--- src/rtl/dmem_dump_arbiter.sv ---
// dmem_dump_arbiter: shares the MEM-stage data-memory port between the pipeline and a debug memory dump.
//
// Ports:
//   i_clk, i_rst          clock; synchronous active-low reset
//   i_pipe_*              pipeline load/store request; o_pipe_rdata returns read data
//   i_dbg_halt            pipeline halted (level); a dump may only start and continue while high
//   i_dbg_dump_start      one-cycle dump request
//   o_dbg_valid/data      dump word stream, accepted with i_dbg_ready
//   o_dump_busy           dump in progress, pipeline cut off from memory
//   o_dump_done           one-cycle pulse after the last word is accepted
//   o_mem_*, i_mem_rdata  data memory port (read data one cycle after read issued)
//   o_dump_checksum       XOR of accepted dump words (only with DMEM_DUMP_CHECKSUM_EN)
module dmem_dump_arbiter #(
    parameter int NB_BITS  = 32,
    parameter int NB_DEPTH = 10
) (
    input  logic               i_clk,
    input  logic               i_rst,
    input  logic [NB_BITS-1:0] i_pipe_addr,
    input  logic [NB_BITS-1:0] i_pipe_wdata,
    input  logic [1:0]         i_pipe_write_ctl,
    input  logic [1:0]         i_pipe_read_ctl,
    output logic [NB_BITS-1:0] o_pipe_rdata,
    input  logic               i_dbg_halt,
    input  logic               i_dbg_dump_start,
    input  logic               i_dbg_ready,
    output logic               o_dbg_valid,
    output logic [NB_BITS-1:0] o_dbg_data,
    output logic               o_dump_busy,
    output logic               o_dump_done,
    output logic [NB_BITS-1:0] o_mem_addr,
    output logic [NB_BITS-1:0] o_mem_wdata,
    output logic [1:0]         o_mem_write_ctl,
    output logic [1:0]         o_mem_read_ctl,
    input  logic [NB_BITS-1:0] i_mem_rdata
`ifdef DMEM_DUMP_CHECKSUM_EN
    ,
    output logic [NB_BITS-1:0] o_dump_checksum
`endif
);
    typedef enum logic [2:0] {PIPE, RD, WAIT, OUT, DONE} state_t;
    state_t state, state_nxt;
    logic [NB_DEPTH-1:0] cnt;
    logic [NB_BITS-1:0] data_q;
    logic last, hs, abort, pipe;
    assign pipe  = state == PIPE;
    assign last  = &cnt;
    // abort has priority over a handshake in the same cycle
    assign abort = !i_dbg_halt && (state inside {RD, WAIT, OUT});
    assign hs    = state == OUT && i_dbg_ready && i_dbg_halt;
    always_comb begin
        state_nxt = state;
        case (state)
            PIPE:    state_nxt = i_dbg_dump_start && i_dbg_halt ? RD : PIPE;
            RD:      state_nxt = abort ? PIPE : WAIT;
            WAIT:    state_nxt = abort ? PIPE : OUT;
            OUT:     state_nxt = abort ? PIPE : hs ? (last ? DONE : RD) : OUT;
            DONE:    state_nxt = PIPE;
            default: state_nxt = PIPE;
        endcase
    end
    assign o_mem_addr      = pipe ? i_pipe_addr : state == RD ? NB_BITS'({cnt, 2'b00}) : '0;
    assign o_mem_wdata     = pipe ? i_pipe_wdata : '0;
    assign o_mem_write_ctl = pipe ? i_pipe_write_ctl : 2'b00;
    assign o_mem_read_ctl  = pipe ? i_pipe_read_ctl : state == RD ? 2'b11 : 2'b00;
    assign o_pipe_rdata    = pipe ? i_mem_rdata : '0;
    assign o_dump_busy     = !pipe;
    assign o_dbg_valid     = state == OUT;
    assign o_dbg_data      = data_q;
    assign o_dump_done     = state == DONE;
    always_ff @(posedge i_clk) begin
        if (!i_rst) begin
            state  <= PIPE;
            cnt    <= '0;
            data_q <= '0;
        end else begin
            state <= state_nxt;
            if (abort || state == DONE) cnt <= '0;
            else if (hs && !last) cnt <= cnt + NB_DEPTH'(1);
            if (state == WAIT) data_q <= i_mem_rdata;
        end
    end
`ifdef DMEM_DUMP_CHECKSUM_EN
    logic [NB_BITS-1:0] ck_q;
    assign o_dump_checksum = ck_q;
    always_ff @(posedge i_clk) begin
        if (!i_rst) ck_q <= '0;
        else if (pipe && state_nxt == RD) ck_q <= '0;
        else if (hs) ck_q <= ck_q ^ data_q;
    end
`endif
endmodule

--- config.mk ---
export PLATFORM = sky130hd
export DESIGN_NAME = dmem_dump_arbiter
export DESIGN_NICKNAME = d
export VERILOG_FILES = /design/src/rtl/dmem_dump_arbiter.sv
export SDC_FILE = /design/constraint.sdc
export NUM_CORES = 1
export LEC_CHECK = 0
export CAP_MARGIN = 20
export CORE_MARGIN = 1.5
export CORE_UTILIZATION = 30
export CTS_CLUSTER_SIZE = 8
export DETAILED_ROUTE_END_ITERATION = 12
export PLACE_DENSITY = 0.81
export SYNTH_ARGS = -nofsm -noshare
export SYNTH_HDL_FRONTEND = slang
export SYNTH_SLANG_ARGS = --single-unit
export TNS_END_PERCENT = 100
--- constraint.sdc ---
create_clock -name i_clk -period 2.05 [get_ports i_clk]
set_input_delay 0.3075 -clock i_clk [delete_from_list [all_inputs] [get_ports i_clk]]
set_output_delay 0.3075 -clock i_clk [all_outputs]
set_load 0.01 [all_outputs]
==> reports/metrics.csv <==
stage,metric,value,unit
logic_synthesis,yosys_warnings,0,
critical_path,crit_path_end_kind,primary output,
floorplanning,dieArea,8885,µm²
placement,place_ws,46.02,ps
sta,fin_crit,1990,ps
grt,grt_overflow,0,
critical_path,cp-start-kind,flop,
logic_synthesis,async_flop_share,0,
power_and_ir_drop,power_per_cell_area,433.6,nW/µm²
cells_and_area,diodes,0,
logic_synthesis,synth.mux.area_fraction,0.004006,
floorplanning,num_rows,33,
grt,antenna_found_initial,0,
clock_tree,cts_sinks,45,
critical_path,crit_arrival,1680,ps
logic_synthesis,synth_edf_count,0,
critical_path,r2r-start,state[0],
placement,dp.cells,666,
critical_path,required,1740,ps
routing,first_iter_violations,93,
floorplanning,die_width,94.26,µm
cells_and_area,drive_above_1_share,0.05749,
critical_path,crit_type,flop to primary output,
critical_path,critPathMaxFanout,24,
sta,max_freq,502.5,MHz
logic_synthesis,syn-num-nets,440,
sta,tightestPinTransition,563.3,ps
cells_and_area,area_delta_synth_final,104.8,%
logic_synthesis,synth_area,2499,µm²
grt,grt_pass1_wl,15.67,mm
logic_synthesis,ys_ff_latch,45,
sta,final_hold_viol_count,0,
cells_and_area,final_cell_mix,"clkdlybuf4s50_1 (139), dlygate4sd2_1 (98), and2_1 (89), nand2_1 (71), dfxtp_1 (42)",
sta,max-slew-margin-rel,0.6238,
cells_and_area,finalNonFillerCells,679,
grt,grt_pass1_vias,3024,
power_and_ir_drop,ir_drop,263.7,µV
outcome,outcome,completed,
sta,clock-skew-final,8.587,ps
routing,wirelength_met1,4.259,mm
routing,vias,3234,
logic_synthesis,synth_cells,334,
routing,ant_nets,0,
cells_and_area,fin_util,0.6291,
routing,routedWlPerCell,16.23,µm
critical_path,reg2reg_to,cnt[9],
critical_path,cp-startpoint,state[1],
clock_tree,h-tree-depth,2,
sta,fin_crit_sh,0.9707,
logic_synthesis,syn_area_per_cell,7.481,µm²
floorplanning,core-area,8134,µm²
sta,drv_slew,0,
placement,io_buffers,239,
placement,place.gp.congestion,0.8559,
logic_synthesis,ys_seq_area_frac,0.3605,
clock_tree,hold_buffers,0,
logic_synthesis,synth_top_family_by_area,simple AND/OR/NAND/NOR gates,
floorplanning,start_util,0.3072,
sta,fin_ws,60.04,ps
grt,grt_max_degree,42,
logic_synthesis,synth-compound-area-share,0.1698,
cells_and_area,final_common_cell,clkdlybuf4s50_1,
flow_run,max-cap-violations,0,
floorplanning,die_h,94.26,µm
routing,firstDrtPassIters,4,
critical_path,crit_end,o_mem_addr[13],
clock_tree,cts_root_buffer,clkbuf_8,
clock_tree,clockBufferDepth,2,
clock_tree,path_clk_slew,90,ps
clock_tree,numCtsBuffers,5,
cells_and_area,design_area,5117,µm²
routing,viasPerCell,4.763,
routing,route.top_layer_used,met4,
logic_synthesis,synthAdderAreaFrac,0.005008,
logic_synthesis,yosys.cell_types.count,39,
placement,dp_hpwl,8.413,mm
clock_tree,insertion_delay,290,ps
critical_path,ff2ff_path_depth,5,
logic_synthesis,synthXorXnorAreaFrac,0,
cells_and_area,nets,679,
logic_synthesis,ys.flop_type,dfxtp_1,
placement,placedInstanceArea,5044,µm²
critical_path,reg2reg_slack,320,ps
routing,routed_wl,11.02,mm
clock_tree,cts_tree,built,
floorplanning,ios,240,
logic_synthesis,yosys.area_share.simple,0.4136,
routing,wl_met3,873,µm
sta,finalSetupTns,0,ps
hold_path,hp-class,flop to flop,
sta,setup_viol,0,
routing,wl_met2,5.690,mm
grt,track_usage,0.2253,
routing,drc,0,
power_and_ir_drop,p_leak,2.135,nW
[cells by family after synthesis]
kind of cell / Yosys count
AND/OR/NAND/NOR: 193
AO/OA/AOI/OAI: 66
flip-flops: 45
adder cells (fa/ha/maj): 1
multiplexers: 1
buffers and inverters: 28
[layer usage]
metal	vias to the layer above	global-route usage
met3	16	0.05340
met5	-	0
met2	128	0.4173
met1	1498	0.2507
met4	0	0.07090
li1	1592	-
[final cells by class]
cell class	count	area (µm²)
Clock inverter	2	13.76
Tap cell	105	131.4
Clock buffer	6	82.58
Sequential cell	45	907.1
Fill cell	766	3017
Inverter	4	15.01
Timing Repair Buffer	256	2472
Multi-Input combinational cell	261	1495
[timing repair]
| item | in CTS | in global routing |
|---|---|---|
| pin swaps | 1 | 1 |
| cloned | 1 | 1 |
| gates resized for setup | 105 | 4 |
| buffers inserted | 2 | 1 |
| endpoints found under the setup margin | 101 | 5 |
[registers in the layout, indices dropped and copies added (netlist names)]
| name | cells |
|---|---|
| o_dbg_data | 32 |
| cnt | 10 |
| state | 3 |
[Yosys cell counts, types with 2 or more instances]
library cell | number | area [µm²]
nand4_1 | 3 | 18.77
o41ai_1 | 2 | 17.52
and4_1 | 2 | 17.52
o31ai_1 | 2 | 15.01
o21a_1 | 2 | 15.01
buf_2 | 4 | 20.02
nand2_1 | 71 | 266.5
a21oi_1 | 36 | 180.2
o311ai_0 | 2 | 17.52
dfxtp_1 | 45 | 900.9
nand2b_1 | 3 | 18.77
nand3_1 | 6 | 30.03
clkbuf_1 | 18 | 67.56
o21ai_0 | 4 | 20.02
or3_1 | 2 | 12.51
nor2b_1 | 2 | 12.51
and2_1 | 90 | 563.0
or4_1 | 2 | 15.01
a22o_1 | 10 | 87.58
nor2_1 | 3 | 11.26
and3_1 | 3 | 18.77
a211oi_1 | 2 | 15.01
o211ai_1 | 2 | 15.01
inv_1 | 3 | 11.26
[report_power, final]
part           switching [mW]  internal, mW  leakage [nW]
clock network           0.302         0.274        0.0512
registers             0.00778         0.884         0.365
logic                   0.300         0.452          1.72
[worst min-delay path by stage]
| stage | start | end | slack, ps | cells past startpoint |
|---|---|---|---|---|
| after detailed placement | o_dbg_data[3] | o_dbg_data[3] | 450 | 2 |
| after global placement | o_dbg_data[16] | o_dbg_data[16] | 440 | 2 |
| after global routing | o_dbg_data[14] | o_dbg_data[14] | 480 | 2 |
| after floorplan | i_mem_rdata[0] | o_dbg_data[0] | 440 | 2 |
| after CTS | o_dbg_data[9] | o_dbg_data[9] | 460 | 2 |
| final | o_dbg_data[9] | o_dbg_data[9] | 460 | 2 |
[metrics by stage]
stage,power [mW],hold WS [ps]
floorplan,1.177,443.5
global placement,1.742,440.9
detailed placement,1.747,448.7
CTS,2.245,458.2
global route,2.334,477.0
finish,2.219,457.0
[worst max-delay path: stages (launching register included)]
cell           delay, ps
dfxtp_4              390
nor3_4               210
buf_4                140
buf_6                100
buf_16               140
and2_1               130
dlygate4sd2_1        280
Power figures use the tool's default switching activity.
